<file path="src/rtl/reg_arb_pkg.sv">
// Shared types and constants for the register write arbiter.
package reg_arb_pkg;

  localparam int unsigned DEF_N  = 4;
  localparam int unsigned DEF_W  = 32;
  localparam int unsigned DEF_IW = $clog2(DEF_N);

  typedef enum logic [1:0] {
    IDLE  = 2'd0,
    SEL   = 2'd1,
    WRITE = 2'd2,
    ACK   = 2'd3
  } arb_state_t;

  // Index width for n requesters; never narrower than one bit.
  function automatic int unsigned idx_w(input int unsigned n);
    return (n > 1) ? $clog2(n) : 1;
  endfunction

endpackage

</file>
<file path="src/rtl/reg_write_arbiter_rr_pick.sv">
// Combinational priority pick: first asserted request at or after ptr, wrapping.
module rr_pick
  import reg_arb_pkg::*;
#(
  parameter int unsigned N  = DEF_N,
  parameter int unsigned IW = idx_w(DEF_N)
) (
  input  logic [N-1:0]  req,
  input  logic [IW-1:0] ptr,
  output logic [IW-1:0] idx,
  output logic          valid
);

  int unsigned j;

  always_comb begin
    idx   = '0;
    valid = 1'b0;
    j     = 0;
    for (int unsigned k = 0; k < N; k++) begin
      j = (32'(ptr) + k) % N;
      if (!valid && req[IW'(j)]) begin
        valid = 1'b1;
        idx   = IW'(j);
      end
    end
  end

endmodule

</file>
<file path="src/rtl/reg_write_arbiter.sv">
// Shares one pulse-enabled register among N requesters: pick, write pulse, grant.
// Define REG_WRITE_ARB_RR_EN for round-robin arbitration; fixed priority otherwise.
module reg_write_arbiter
  import reg_arb_pkg::*;
#(
  parameter int unsigned N = DEF_N,
  parameter int unsigned W = DEF_W
) (
  input  logic                   clk,
  input  logic                   rst_n,
  input  logic [N-1:0]           req,
  input  logic [N*W-1:0]         wdata,
  output logic [N-1:0]           gnt,
  output logic                   reg_en,
  output logic [W-1:0]           reg_d,
  output logic                   busy,
  output logic [idx_w(N)-1:0]    last_id
);

  localparam int unsigned IW = idx_w(N);

  arb_state_t    state_q, state_d;
  logic [IW-1:0] win_q, win_d;
  logic [IW-1:0] pick_idx;
  logic          pick_valid;
  logic [IW-1:0] ptr;
  logic [N-1:0]  gnt_d;
  logic          reg_en_d;
  logic [W-1:0]  reg_d_d;
  logic          busy_d;
  logic [IW-1:0] last_id_d;

`ifdef REG_WRITE_ARB_RR_EN
  logic [IW-1:0] ptr_d;
`else
  assign ptr = '0;
`endif

  rr_pick #(.N(N), .IW(IW)) u_pick (
    .req   (req),
    .ptr   (ptr),
    .idx   (pick_idx),
    .valid (pick_valid)
  );

  // Next-state and next-output logic; every output is registered below.
  always_comb begin
    state_d   = state_q;
    win_d     = win_q;
    gnt_d     = '0;
    reg_en_d  = 1'b0;
    reg_d_d   = reg_d;
    last_id_d = last_id;
`ifdef REG_WRITE_ARB_RR_EN
    ptr_d     = ptr;
`endif
    case (state_q)
      IDLE: begin
        if (pick_valid) begin
          state_d = SEL;
          win_d   = pick_idx;
          reg_d_d = wdata[32'(pick_idx)*W +: W];
`ifdef REG_WRITE_ARB_RR_EN
          ptr_d   = IW'((32'(pick_idx) + 1) % N);
`endif
        end
      end
      SEL: begin
        state_d  = WRITE;
        reg_en_d = 1'b1;
      end
      WRITE: begin
        state_d   = ACK;
        gnt_d     = N'(1) << win_q;
        last_id_d = win_q;
      end
      ACK:     state_d = IDLE;
      default: state_d = IDLE;
    endcase
    busy_d = (state_d != IDLE);
  end

  always_ff @(posedge clk or negedge rst_n) begin
    if (!rst_n) begin
      state_q <= IDLE;
      win_q   <= '0;
      gnt     <= '0;
      reg_en  <= 1'b0;
      reg_d   <= '0;
      busy    <= 1'b0;
      last_id <= '0;
`ifdef REG_WRITE_ARB_RR_EN
      ptr     <= '0;
`endif
    end else begin
      state_q <= state_d;
      win_q   <= win_d;
      gnt     <= gnt_d;
      reg_en  <= reg_en_d;
      reg_d   <= reg_d_d;
      busy    <= busy_d;
      last_id <= last_id_d;
`ifdef REG_WRITE_ARB_RR_EN
      ptr     <= ptr_d;
`endif
    end
  end

endmodule

</file>
<file path="config.mk">
export PLATFORM = sky130hd
export DESIGN_NAME = reg_write_arbiter
export DESIGN_NICKNAME = d
export VERILOG_FILES = /design/src/rtl/reg_arb_pkg.sv /design/src/rtl/reg_write_arbiter_rr_pick.sv /design/src/rtl/reg_write_arbiter.sv
export SDC_FILE = /design/constraint.sdc
export NUM_CORES = 1
export LEC_CHECK = 0
export BUFFER_PORTS_ARGS = -buffer_cell sky130_fd_sc_hd__buf_2
export CAP_MARGIN = 20
export CORE_MARGIN = 2
export CORE_UTILIZATION = 49
export CTS_CLUSTER_SIZE = 25
export DETAILED_ROUTE_END_ITERATION = 10
export PLACE_DENSITY_LB_ADDON = 0.05
export SYNTH_ARGS = -nofsm -noshare
export SYNTH_HDL_FRONTEND = slang
export SYNTH_SLANG_ARGS = --single-unit
</file>
<file path="constraint.sdc">
create_clock -name clk -period 3.91 [get_ports clk]
set_input_delay 0.1955 -clock clk [delete_from_list [all_inputs] [get_ports clk]]
set_output_delay 0.1955 -clock clk [all_outputs]
set_load 0.02 [all_outputs]
</file>
==> summary.txt <==
Run status = finished clean
Req. time, crit path = 4.09 ns
Total length of routed wires = 8813 µm
Post-CTS Repair Setup Buffers = 0
Overall overflow remaining after global route = 0
Synthesized instance count = 396
Type of the worst setup path = flop to flop
Cell area after synthesis = 3209 µm²
Total negative slack = 0 ns
Vias post-DR = 3358
Die height = 84.93 µm
DR WL/cell = 14.17 µm
Number of search-and-repair iterations in the first detailed-routing pass = 4
Clk buf depth = 2
Crit path largest cell delay = 0.38 ns
Half-perimeter wire length after detailed placement = 6083 µm
Post-route clock period utilization = 48.63%
Utilization after layout = 66.13%
TritonCTS clock tree = built
Ranking of synthesized cells by area = sky130_fd_sc_hd__dfrtp_1 (34%), sky130_fd_sc_hd__and3b_1 (9.0%), sky130_fd_sc_hd__a22o_1 (8.7%)
Yosys top cell area share = 34.31%
Vias in the first global route = 3150
Number of clock sinks seen by CTS = 44
Worst IR Drop VDD = 0.0003381 V
Arrival time of the worst setup path = 2.08 ns
Hold slack = 0.2500 ns
Pin count of the biggest net entering global routing = 99
Buffers added on ports = 173
DR DRC count = 0
Number of antenna violations at the first check in global routing = 0
Share of post-route cells with drive strength above 1 = 34.86%
Ports placed on the boundary = 174
Std cell rows = 29
Basic-gate share of the synthesized area counting and, or, nand and nor cells = 27.84%
Global-route usage over all layers = 24.32%
Nature of the critical path endpoint = flop
Total of cells resized after clock tree synthesis = 0
Remaining max-slew budget at the tightest pin = 43.40%
Syn Nets = 533
Total of max-cap violations = 0
Die width = 84.93 µm
Syn_area_per_cell = 8.104 µm²
Area Overhead vs Synth = 30.84%
Slew at the pin closest to its max-slew limit = 0.8491 ns
RSZ-0062 raised after global routing = false
Number of flip-flops and latches in the synthesized netlist = 44
Total clock buffers created by CTS = 5
Final standard cell area without fillers = 4199 µm²
Final Hold Fails = 0
Max-slew violation total from the final report = 0
First-pass GRT wire length = 14370 µm
Compound-Gate Fraction of Synth Area = 26.98%
Final critical delay including setup and external delays = 1.901 ns
Fin nets = 681
Share of synthesized area occupied by flip-flops and latches = 34.31%
Count of different cell masters after synthesis = 24
Clock slew at the register clock pins of the worst setup and hold paths = 0.08 ns
Fraction of synthesized area in multiplexers = 0.3509%
Floorplan Core Area = 6350 µm²
Synth area leader = sky130_fd_sc_hd__dfrtp_1
Leakage Power = 0.002175 µW
Cell type group with the largest total delay on the critical path = compound AO/OA/AOI/OAI gates
Cell Chain, Critical Path = inv_1 -> ha_1 -> o41a_2 -> buf_12 -> a211o_1 -> or2_1
Yosys warning count = 0
Combinational family with the most area after synthesis = simple AND/OR/NAND/NOR gates
H-tree levels = 2
Number of antenna cells inserted = 0
Count of final setup violators = 0
Cell with the largest stage delay on the worst path = sky130_fd_sc_hd__dfrtp_1
Placed instance area = 4056 µm²
Buffering stage count on the worst path with inverters included = 2
Total power density per cell area = 519.0 nW/µm²
Initial DRC count = 209
Upper clock frequency limit = 525.9 MHz
Adder-cell area share of the yosys netlist = 1.170%
Parity-gate share of the synthesized area counting xor and xnor cells = 0%
GP Congestion = 0.8151
Hold Crit Class = input pin to async pin
Starting density of the core = 50.54%
Clock root buffer = sky130_fd_sc_hd__clkbuf_8
Vias per cell = 5.399
Count of antenna-violating nets left after detailed routing = 0
Worst-path maximum fanout = 45
CP Launch Type = flop
Worst Skew = 0.004137 ns
Total die area = 7213 µm²
Later-pin clock latency in the skew report = 0.29 ns
==> final cells by class <==
type / instances / area, µm²
multi-input combinational: 278 / 1812
tap: 77 / 96.34
inverter: 35 / 131.4
clock inverter: 2 / 10.01
sequential: 44 / 1101
clock buffer: 6 / 82.58
fill: 571 / 2151
timing repair buffer: 180 / 965.9
==> cell usage after synthesis <==
master	count
sky130_fd_sc_hd__a211o_1	1
sky130_fd_sc_hd__a21oi_1	32
sky130_fd_sc_hd__a22o_1	32
sky130_fd_sc_hd__a31oi_1	32
sky130_fd_sc_hd__and3_1	1
sky130_fd_sc_hd__and3b_1	33
sky130_fd_sc_hd__buf_1	1
sky130_fd_sc_hd__buf_2	11
sky130_fd_sc_hd__buf_6	1
sky130_fd_sc_hd__clkbuf_1	25
sky130_fd_sc_hd__clkbuf_2	1
sky130_fd_sc_hd__dfrtp_1	44
sky130_fd_sc_hd__ha_1	3
sky130_fd_sc_hd__inv_1	35
sky130_fd_sc_hd__mux2_2	1
sky130_fd_sc_hd__nand2_1	1
sky130_fd_sc_hd__nand3b_1	32
sky130_fd_sc_hd__nor2_1	34
sky130_fd_sc_hd__nor2b_1	34
sky130_fd_sc_hd__nor3b_1	1
sky130_fd_sc_hd__o21a_1	4
sky130_fd_sc_hd__o21ai_0	35
sky130_fd_sc_hd__o41a_1	1
sky130_fd_sc_hd__or2_1	1
==> power by group <==
group          switching, µW  total [µW]  internal, µW
Sequential               112         782           670
Clock                    156         297           141
Combinational            663        1100           436
==> routing by layer <==
layer | vias to the layer above | GRT usage [%] | wire [µm]
met3 | 13 | 6.031 | 695
li1 | 1691 | - | -
met4 | 0 | 9.091 | 171
met1 | 1515 | 29.71 | 3632
met5 | - | 0 | 0
met2 | 139 | 41.59 | 4314
==> kinds of logic (layout without fill, tap and decap cells) <==
logic type | after synthesis | in the layout
AO/OA/AOI/OAI | 137 | 137
multiplexers | 1 | 1
adder cells (fa/ha/maj) | 3 | 3
buffers and inverters | 74 | 223
AND/OR/NAND/NOR | 137 | 137
flip-flops | 44 | 44
==> cell usage in the layout (no fill, tap or decap), types with 2 or more instances in the layout <==
cell / n
sky130_fd_sc_hd__clkinv_2: 2
sky130_fd_sc_hd__nor2_1: 33
sky130_fd_sc_hd__o21ai_0: 35
sky130_fd_sc_hd__a22o_1: 32
sky130_fd_sc_hd__buf_4: 3
sky130_fd_sc_hd__a21oi_1: 32
sky130_fd_sc_hd__buf_12: 2
sky130_fd_sc_hd__inv_1: 35
sky130_fd_sc_hd__dfrtp_1: 44
sky130_fd_sc_hd__and3b_1: 33
sky130_fd_sc_hd__nand3b_1: 32
sky130_fd_sc_hd__nor2b_1: 34
sky130_fd_sc_hd__o21a_1: 4
sky130_fd_sc_hd__a31oi_1: 32
sky130_fd_sc_hd__buf_2: 173
sky130_fd_sc_hd__clkbuf_8: 6
sky130_fd_sc_hd__ha_1: 3
==> registers in the layout, summed over array words and instances (netlist names) <==
register / flops
reg_d: 32
gnt: 4
last_id: 2
state_q: 2
win_q: 2
busy: 1
reg_en: 1
==> stage by stage <==
stage / total power, µW / setup slack (ns) / instances
final: 2179 / 2.009 / 622
after global routing: 2340 / 1.898 / 622
after CTS: 2178 / 1.770 / 619
after detailed placement: 1880 / 1.583 / 611
after global placement: 1847 / 1.610 / 610
after floorplan: 1507 / 2.455 / 396
==> final timing paths <==
kind | start | endpoint | slack, ns | cells after the start
setup / recovery | state_q[0] | busy | 2.01 | 6
hold / removal | rst_n | last_id[0] | 0.25 | 2
setup reg to reg | state_q[0] | busy | 2.01 | 6
hold reg to reg | last_id[1] | last_id[1] | 0.51 | 1
max in group asynchronous | rst_n | reg_d[10] | 3.24 | 3
min in group clk | wdata[7] | reg_d[7] | 0.27 | 4
==> worst register-to-register path, cell delays in order (launching register included) <==
cell	delay (ns)
sky130_fd_sc_hd__dfrtp_1	0.38
sky130_fd_sc_hd__inv_1	0.07
sky130_fd_sc_hd__ha_1	0.28
sky130_fd_sc_hd__o41a_2	0.30
sky130_fd_sc_hd__buf_12	0.26
sky130_fd_sc_hd__a211o_1	0.29
sky130_fd_sc_hd__or2_1	0.21
==> repair_timing <==
| action | CTS | global route |
|---|---|---|
| hold buffers | 0 | 1 |
| hold endpoints to repair | 0 | 44 |
| setup endpoints to repair | 0 | 0 |
No activity file was read; power rests on OpenSTA's default activity.
